## config.mk

```make
export PLATFORM = sky130hd
export DESIGN_NAME = clock_tick_sequencer_flat
export DESIGN_NICKNAME = d
export VERILOG_FILES = /design/src/rtl/clock_tick_sequencer_if.sv /design/src/rtl/clock_tick_sequencer.sv /design/src/flat_wrapper.sv
export SDC_FILE = /design/constraint.sdc
export NUM_CORES = 1
export LEC_CHECK = 0
export BUFFER_PORTS_ARGS = -buffer_cell sky130_fd_sc_hd__buf_2
export CAP_MARGIN = 20
export CORE_MARGIN = 4
export CORE_UTILIZATION = 55
export DETAILED_ROUTE_END_ITERATION = 10
export GPL_ROUTABILITY_DRIVEN = 1
export PLACE_DENSITY_LB_ADDON = 0.1
export SLEW_MARGIN = 30
export SYNTH_ARGS = -nofsm -noshare
export SYNTH_HDL_FRONTEND = slang
export SYNTH_HIERARCHICAL = 1
export SYNTH_SLANG_ARGS = --single-unit
export TNS_END_PERCENT = 10
```

## constraint.sdc

```tcl
create_clock -name clk -period 7.12 [get_ports clk]
set_clock_uncertainty 0.1 [all_clocks]
set_input_delay 0.712 -clock clk [delete_from_list [all_inputs] [get_ports clk]]
set_output_delay 0.712 -clock clk [all_outputs]
set_load 0.01 [all_outputs]
```

## src/rtl/clock_tick_sequencer_if.sv

```systemverilog
// Tick/set request and time-of-day bundle between the sequencer and its neighbours.
// master drives the requests (prescaler/debouncers); slave is the sequencer.
interface clock_tick_sequencer_if;
  logic       tick_1hz;
  logic       set_req;
  logic [1:0] set_sel;
  logic       set_ack;
  logic [7:0] sec;
  logic [7:0] min;
  logic [7:0] hour;
  logic       pm;
  logic       busy;
  logic       day_carry;
  logic       tick_overrun;

  modport master (
    output tick_1hz, set_req, set_sel,
    input  set_ack, sec, min, hour, pm, busy, day_carry, tick_overrun
  );

  modport slave (
    input  tick_1hz, set_req, set_sel,
    output set_ack, sec, min, hour, pm, busy, day_carry, tick_overrun
  );
endinterface

```

## src/rtl/clock_tick_sequencer.sv

```systemverilog
// Time-of-day sequencer sharing one BCD incrementer between the 1 Hz cascade and the set path.
// Optional feature: define TIME_12H_EN for a 12 h clock with AM/PM flag.
module bcd_increment_16bit (
  input  logic [15:0] value,
  input  logic [15:0] bcd_max,
  output logic [15:0] result
);
  logic carry;

  always_comb begin
    result = value;
    carry  = 1'b1;
    if (value == bcd_max) begin
      result = 16'h0000;
    end else begin
      for (int i = 0; i < 4; i++) begin
        if (carry) begin
          if (value[4*i +: 4] == 4'd9) begin
            result[4*i +: 4] = 4'd0;
          end else begin
            result[4*i +: 4] = value[4*i +: 4] + 4'd1;
            carry = 1'b0;
          end
        end
      end
    end
  end
endmodule

// state | meaning
// IDLE  | waiting for a tick, a pending tick or a set request
// SEC   | increment seconds, cascade to MIN on wrap
// MIN   | increment minutes, cascade to HOUR on wrap
// HOUR  | increment hours, flag day_carry on day rollover
// SET   | increment the set_sel field once, no cascade
module clock_tick_sequencer (
  input  logic                  clk,
  input  logic                  rst,
  clock_tick_sequencer_if.slave bus
);
`ifdef TIME_12H_EN
  localparam logic [15:0] HOUR_MAX = 16'h0012;
  localparam logic [7:0]  HOUR_RST = 8'h12;
`else
  localparam logic [15:0] HOUR_MAX = 16'h0023;
  localparam logic [7:0]  HOUR_RST = 8'h00;
`endif

  typedef enum logic [2:0] {IDLE, SEC, MIN, HOUR, SET} state_t;

  state_t      state, state_next;
  logic        pending, pending_next;
  logic        overrun_next;
  logic        day_carry_next;
  logic [1:0]  field;
  logic [15:0] operand, bcd_max, result;
  logic        wrap;
  logic [7:0]  hour_result;
  logic [7:0]  sec_q, min_q, hour_q;
  logic        set_ack_q, busy_q, day_carry_q, overrun_q;

  bcd_increment_16bit u_inc (
    .value   (operand),
    .bcd_max (bcd_max),
    .result  (result)
  );

  always_ff @(posedge clk or posedge rst) begin
    if (rst) begin
      state   <= IDLE;
      pending <= 1'b0;
    end else begin
      state   <= state_next;
      pending <= pending_next;
    end
  end

  always_comb begin
    state_next   = state;
    pending_next = pending;
    overrun_next = 1'b0;
    unique case (state)
      IDLE: begin
        if (bus.tick_1hz || pending) begin
          state_next   = SEC;
          pending_next = 1'b0;
        end else if (bus.set_req) begin
          state_next = SET;
        end
      end
      SEC:     state_next = wrap ? MIN : IDLE;
      MIN:     state_next = wrap ? HOUR : IDLE;
      HOUR:    state_next = IDLE;
      SET:     state_next = IDLE;
      default: state_next = IDLE;
    endcase
    // A tick that lands while busy is held once; a second one is lost.
    if (state != IDLE && bus.tick_1hz) begin
      if (pending) overrun_next = 1'b1;
      else         pending_next = 1'b1;
    end
  end

  // Field 3 means no write this cycle.
  always_comb begin
    unique case (state)
      SEC:     field = 2'd0;
      MIN:     field = 2'd1;
      HOUR:    field = 2'd2;
      SET:     field = bus.set_sel;
      default: field = 2'd3;
    endcase
    operand = 16'h0000;
    bcd_max = 16'h0059;
    unique case (field)
      2'd0:    operand = {8'h00, sec_q};
      2'd1:    operand = {8'h00, min_q};
      2'd2: begin
        operand = {8'h00, hour_q};
        bcd_max = HOUR_MAX;
      end
      default: operand = 16'h0000;
    endcase
  end

  assign wrap = (result == 16'h0000);

`ifdef TIME_12H_EN
  logic pm_q;

  // 12 h clocks have no hour zero: 12 rolls over to 1.
  assign hour_result    = wrap ? 8'h01 : result[7:0];
  assign day_carry_next = (state == HOUR) && pm_q && (hour_q == 8'h11);
  assign bus.pm         = pm_q;

  always_ff @(posedge clk or posedge rst) begin
    if (rst)                                  pm_q <= 1'b0;
    else if (field == 2'd2 && hour_q == 8'h11) pm_q <= ~pm_q;
  end
`else
  assign hour_result    = result[7:0];
  assign day_carry_next = (state == HOUR) && wrap;
  assign bus.pm         = 1'b0;
`endif

  always_ff @(posedge clk or posedge rst) begin
    if (rst) begin
      sec_q       <= 8'h00;
      min_q       <= 8'h00;
      hour_q      <= HOUR_RST;
      set_ack_q   <= 1'b0;
      busy_q      <= 1'b0;
      day_carry_q <= 1'b0;
      overrun_q   <= 1'b0;
    end else begin
      set_ack_q   <= (state == SET);
      busy_q      <= (state_next != IDLE);
      day_carry_q <= day_carry_next;
      overrun_q   <= overrun_next;
      unique case (field)
        2'd0:    sec_q  <= result[7:0];
        2'd1:    min_q  <= result[7:0];
        2'd2:    hour_q <= hour_result;
        default: ;
      endcase
    end
  end

  assign bus.sec          = sec_q;
  assign bus.min          = min_q;
  assign bus.hour         = hour_q;
  assign bus.set_ack      = set_ack_q;
  assign bus.busy         = busy_q;
  assign bus.day_carry    = day_carry_q;
  assign bus.tick_overrun = overrun_q;
endmodule
```

## src/flat_wrapper.sv

```systemverilog
// flat-port wrapper written by rule: the top's interface ports become plain ports
module clock_tick_sequencer_flat 
  (clk, rst, bus_tick_1hz, bus_set_req, bus_set_sel, bus_set_ack, bus_sec, bus_min, bus_hour, bus_pm, bus_busy, bus_day_carry, bus_tick_overrun);
  clock_tick_sequencer_if bus_i ();
  input  logic clk;
  input  logic rst;
  input wire logic [$bits(bus_i.tick_1hz)-1:0] bus_tick_1hz;
  input wire logic [$bits(bus_i.set_req)-1:0] bus_set_req;
  input wire logic [$bits(bus_i.set_sel)-1:0] bus_set_sel;
  output wire logic [$bits(bus_i.set_ack)-1:0] bus_set_ack;
  output wire logic [$bits(bus_i.sec)-1:0] bus_sec;
  output wire logic [$bits(bus_i.min)-1:0] bus_min;
  output wire logic [$bits(bus_i.hour)-1:0] bus_hour;
  output wire logic [$bits(bus_i.pm)-1:0] bus_pm;
  output wire logic [$bits(bus_i.busy)-1:0] bus_busy;
  output wire logic [$bits(bus_i.day_carry)-1:0] bus_day_carry;
  output wire logic [$bits(bus_i.tick_overrun)-1:0] bus_tick_overrun;
  assign bus_i.tick_1hz = bus_tick_1hz;
  assign bus_i.set_req = bus_set_req;
  assign bus_i.set_sel = bus_set_sel;
  assign bus_set_ack = bus_i.set_ack;
  assign bus_sec = bus_i.sec;
  assign bus_min = bus_i.min;
  assign bus_hour = bus_i.hour;
  assign bus_pm = bus_i.pm;
  assign bus_busy = bus_i.busy;
  assign bus_day_carry = bus_i.day_carry;
  assign bus_tick_overrun = bus_i.tick_overrun;
  clock_tick_sequencer u_core (.clk(clk), .rst(rst), .bus(bus_i));
endmodule
```

==> results of run 1 <==
==> flip-flops by register name, summed over array words and instances, names as in the netlist <==
register                 cells
u_core/state                 3
u_core/bus.set_ack           1
u_core/bus.sec               8
u_core/bus.busy              1
u_core/pending               1
u_core/bus.min               8
u_core/bus.day_carry         1
u_core/bus.hour              8
u_core/bus.tick_overrun      1
==> cells by family after synthesis <==
| logic type | after synthesis |
|---|---|
| fa+ha+maj | 2 |
| other cells | 2 |
| simple gates | 74 |
| mux | 35 |
| xor+xnor | 24 |
| buf+inv | 16 |
| flops | 32 |
| compound gates | 22 |
==> power by group <==
part / total [mW] / internal [mW] / switching [mW]
sequential: 0.257 / 0.220 / 0.0365
combinational: 0.407 / 0.186 / 0.221
clock: 0.151 / 0.0860 / 0.0653
total: 0.816 / 0.492 / 0.323
==> layer usage <==
layer	vias up	part of all wire (%)
met3	10	3.7
met5	-	0
li1	837	-
met4	0	1.9
met2	37	49
met1	820	45
==> placed cells by master, fill, tap and decap left out, drive strengths merged <==
cell type / count
and4b: 1
a31oi: 1
nand2b: 3
nor3b: 6
and4bb: 1
a21oi: 4
or3: 2
and3: 1
nand4b: 1
nand4: 9
nor2: 20
conb: 45
xor2: 4
o2bb2ai: 8
nor2b: 6
inv: 4
mux2: 25
nand3: 1
buf: 35
nor4: 4
dfrtp: 32
nand2: 9
nor3: 4
nor4b: 1
o21ai: 7
and2: 1
or4: 2
clkbuf: 7
and3b: 1
o31ai: 2
and2b: 1
xnor2: 20
mux2i: 10
ha: 2
==> worst reg2reg max path, cell delays in order (launching register included) <==
cell and delay, ns:
dfrtp_1 0.49, nor2b_1 0.21, o31ai_2 0.70, and2b_1 0.53, o2bb2ai_1 0.39, xnor2_1 0.22, nand4_1 0.17, nor4_4 0.71
nor3_1 0.24, nor4_1 0.40, nand4_1 0.12, or4_1 0.49, o21ai_0 0.19
==> worst paths after layout <==
path,startpoint,to,cells after the start
hold reg to reg,u_core/pending,u_core/bus.tick_overrun,2
setup reg to reg,u_core/state[0],u_core/bus.busy,12
max in group asynchronous,rst,u_core/bus.hour[6],3
min in group clk,u_core/pending,u_core/bus.tick_overrun,2
hold / removal,rst,u_core/bus.sec[3],3
setup / recovery,u_core/state[0],u_core/bus.busy,12
==> final cells by class <==
cell class / count / area, µm² / area share, %
multi-input combinational: 202 / 1480 / 56.1
sequential: 32 / 801 / 30.3
timing repair buffer: 35 / 180 / 6.81
clock buffer: 7 / 96.3 / 3.64
tap: 50 / 62.6 / 2.37
inverter: 4 / 20.0 / 0.757
==> flow_metrics.tcl, run 1 <==
set metrics [dict create \
    cts_tree "yes" \
    ys_ff_latch 32 \
    rsz0062_at_grt "false" \
    grt_pass1_vias 1641 \
    required_ns 7.22 \
    n_antenna_cell 0 \
    power_uw 816 \
    ios 35 \
    tightest_slew_ns 0.850 \
    fp.dieW_um 72.1 \
    clock-sinks 32 \
    hold_viol_final 0 \
    drt_iter0_markers 78 \
    start_kind "register" \
    hold_path.class "input pin to asynchronous set/reset pin" \
    met3_usage_pct 4.16 \
    avgSynthCellArea_um2 10.9 \
    crit_path_end_kind "register" \
    setup-violations-final 0 \
    clkLatencyLatePin_ns 0.29 \
    maxCapViolations 0 \
    ys_warn_count 6 \
    synthAdderAreaFrac_pct 1.11 \
    irDropWorstVdd_uv 246 \
    post-route-min-period_ns 5.04 \
    ctsHoldBuffers 0 \
    slew_viol_final 0 \
    grt_pass1_wl_mm 7.98 \
    timing_worst_setup_path_type "register to register" \
    dp_cells 323 \
    synth_compound_area_share_pct 6.98 \
    grt_util_met2_pct 32.7 \
    arrival_ns 5.14 \
    synth_top_family_by_area "simple AND/OR/NAND/NOR gates" \
    synth_async_sr_flop_share_pct 100 \
    maxSlewHeadroom_pct 43.0 \
    setup_tns_ns 0 \
    vias_per_cell 5.16 \
    start_util_pct 56.5 \
    track_usage_pct 19.8 \
    drc 0 \
    power.density_mw_per_mm2 308 \
    area_delta_synth_final_pct 17.0 \
    portBuffers 33 \
    synth_cell_types 44 \
    antenna_found_initial 0 \
    synth_edf_count 0 \
    postPlaceCellArea_mm2 0.00255 \
    worst_path_max_delay_cell "nor4_4" \
    wire_per_inst_um 13.8 \
    rows 23 \
    routed_wl_mm 4.56 \
    drive_above_1_share_pct 27.9 \
    synthCells 207 \
    ant_nets 0 \
    clock_path_buffers 2 \
    fmax_mhz 199 \
    yosys-top-cells-area "dfrtp_1, mux2_4, xnor2_1" \
    cts_buffers 5 \
    final_core_util_pct 66.1 \
    nets 288 \
    worstPathCellList "nor2b_1, o31ai_2, and2b_1, o2bb2ai_1, xnor2_1, nand4_1, nor4_4, nor3_1, nor4_1, nand4_1, or4_1, o21ai_0" \
    ys_seq_area_share_pct 35.4 \
    max_stage_delay_ns 0.71 \
    grtUsageMet1_pct 25.9 \
    synth_ff_type "dfrtp_1" \
    htreeDepth 2 \
    synth_top_area_cell "dfrtp_1" \
    vias 1704 \
    finalWorstSetupSlack_ns 2.08 \
    core_area_mm2 0.00400 \
    fill_cells 336 \
    place_hpwl_mm 3.38 \
    worst_hold_slack_ns 0.400 \
    crit_top_cell "nand4_1" \
    firstDrtPassIters 4 \
    finalCritPeriodShare_pct 70.7 \
    netlist_area_mm2 0.00226 \
    synth_xor_area_share_pct 9.30 \
    grt-ovfl-total 0 \
    grt_max_degree 33 \
    busiest_layer "met2" \
    cts_resized 0 \
    r2r_setup_slack_ns 2.08 \
    synth_mux_area_share_pct 19.5 \
    cp_max_fo 16 \
    critPathTopFamily "simple AND/OR/NAND/NOR gates" \
    yosysMostFrequentCell "dfrtp_1" \
    synth_top_area_share_pct 35.4 \
    die-area_mm2 0.00520 \
    design_area_mm2 0.00264 \
    pre_cts_slack_ns 1.90 \
    place_congestion 0.945 \
    yosys.area_share.simple_pct 21.3 \
    path_clk_slew_ns 0.07 \
    die_h_um 72.1 \
    fin_cells 330 \
    status "finished, final reports clean" \
    critPathBufInv 0 \
    leakagePower_nw 1.31 \
    post_cts_buffers 0 \
    synth_common_cells "dfrtp_1, xnor2_1, nor2_1, mux2_4, mux2i_1" \
    cts_root_buf "clkbuf_8" \
]
(Power assumes the default switching activity.)
==> run 2: changes to the inputs <==
Clock period 7.12 ns to 4.9 ns, I/O delays scaled along.
==> run 2 against run 1 <==
  * Critical path depth grew 2
  * Clock power grew 26%
  * Sequential share of layout area hardly changed
  * Register-to-register slack lost 1.6 ns
  * Sequential power is 44% higher
  * Worst setup slack worse by 1.6 ns
  * Routed wire length increased by 1.8%
  * Largest power group unchanged
  * Highest routed layer unchanged
==> flow_metrics.tcl, run 2 (synthesized netlist as in run 1, its figures left out) <==
set metrics [dict create \
    cts_buffers 5 \
    cp_max_fo 15 \
    track_usage_pct 19.5 \
    clock_path_buffers 2 \
    maxCapViolations 0 \
    vias 1695 \
    start_util_pct 56.5 \
    nets 291 \
    antenna_found_initial 0 \
    wl_met2_mm 2.24 \
    path_clk_slew_ns 0.06 \
    fp.dieW_um 72.1 \
    core_area_mm2 0.00400 \
    finalCritPeriodShare_pct 90.8 \
    grt_pass1_vias 1617 \
    rsz0062_at_grt "false" \
    crit_path_end_kind "register" \
    worst_hold_slack_ns 0.182 \
    grt_max_degree 33 \
    cts_tree "yes" \
    clkLatencyLatePin_ns 0.28 \
    critPathBufInv 2 \
    grt-ovfl-total 0 \
    arrival_ns 4.55 \
    setup_tns_ns 0 \
    clock-sinks 32 \
    drive_above_1_share_pct 28.3 \
    critPathTopFamily "simple AND/OR/NAND/NOR gates" \
    irDropWorstVdd_uv 287 \
    tightest_slew_ns 0.630 \
    drt_iter0_markers 123 \
    portBuffers 33 \
    cts_resized 0 \
    drc 0 \
    status "finished, final reports clean" \
    place_congestion 0.803 \
    hold_viol_final 0 \
    hold_path.class "input pin to asynchronous set/reset pin" \
    firstDrtPassIters 4 \
    setup-violations-final 0 \
    post_cts_buffers 0 \
    area_delta_synth_final_pct 17.2 \
    post-route-min-period_ns 4.45 \
    ant_nets 0 \
    fill_cells 352 \
    routed_wl_mm 4.65 \
    cts_root_buf "clkbuf_8" \
    n_antenna_cell 0 \
    slew_viol_final 0 \
    maxSlewHeadroom_pct 58.0 \
    ctsHoldBuffers 0 \
    fmax_mhz 225 \
    leakagePower_nw 1.32 \
    dr_wl_met3_um 230 \
    start_kind "register" \
    timing_worst_setup_path_type "register to register" \
    final_cell_mix "conb_1, buf_2, dfrtp_1" \
    met1_length_mm 2.08 \
    htreeDepth 2 \
    wire_per_inst_um 13.9 \
    die_h_um 72.1 \
    final_common_cell "conb_1" \
    vias_per_cell 5.09 \
    grt_pass1_wl_mm 7.84 \
    die-area_mm2 0.00520 \
    place_hpwl_mm 3.53 \
    top_layer "met4" \
    max_stage_delay_ns 0.49 \
    rows 23 \
    pre_cts_slack_ns 0.491 \
    worstPathCellList "nor2b_1, o31ai_2, buf_4, and2b_1, o2bb2ai_1, xnor2_1, nand4_1, nor4_4, buf_4, nor3_1, nor4_1, nand4_1, or4_1, o21ai_0" \
    final_core_util_pct 66.2 \
    worst_path_max_delay_cell "dfrtp_1" \
    finalWorstSetupSlack_ns 0.453 \
    ios 35 \
    power.density_mw_per_mm2 442 \
    required_ns 5.00 \
]
-- run 2: cell count changes in the layout (fill, tap and decap cells not counted), sizes merged --
| cell | previous run | this run |
|---|---|---|
| buf | 35 | 38 |
| clkbuf | 7 | 6 |
| clkinv | 0 | 1 |
-- run 2: stage by stage --
step | total power, mW | instances | area (µm²)
final | 1.17 | 333 | 2650
after global routing | 1.24 | 333 | 2650
after CTS | 1.17 | 333 | 2650
after detailed placement | 0.980 | 326 | 2570
after global placement | 0.969 | 326 | 2570
after floorplan | 0.867 | 250 | 2420
-- run 2: final cells by class --
cell class	instances	area, µm²	area share, %
clock inverters	1	5.00	0.189
inverters	4	20.0	0.756
multi-input cells	202	1480	56.0
flip-flops and latches	32	801	30.2
clock buffers	6	72.6	2.74
well taps	50	62.6	2.36
repair buffers	38	203	7.66
-- run 2: worst register-to-register path, delay by kind of cell (launching register included) --
family | cells | cell delay (ns)
buffers and inverters | 2 | 0.47
AND/OR/NAND/NOR | 8 | 2.36
AO/OA/AOI/OAI | 3 | 0.75
flip-flops | 1 | 0.49
XOR/XNOR | 1 | 0.18
-- run 2: final timing paths --
check	from	endpoint	slack [ns]	cells past startpoint
setup / recovery	u_core/state[0]	u_core/bus.busy	0.45	14
hold / removal	rst	u_core/bus.min[3]	0.18	3
setup reg to reg	u_core/state[0]	u_core/bus.busy	0.45	14
hold reg to reg	u_core/pending	u_core/bus.tick_overrun	0.42	2
max in group asynchronous	rst	u_core/bus.hour[6]	4.22	3
min in group clk	bus_tick_1hz	u_core/bus.tick_overrun	0.34	3
-- run 2: layer usage --
metal  vias up  track usage (%)
li1        841                -
met1       799             25.7
met2        44             30.7
met3        11             4.99
met4         0             7.52
met5         -                0
-- run 2: power by group --
group          leakage [nW]  internal (mW)  switching (mW)
Clock                0.0410         0.0964          0.0939
Sequential            0.425          0.320          0.0503
Combinational         0.850          0.281           0.329
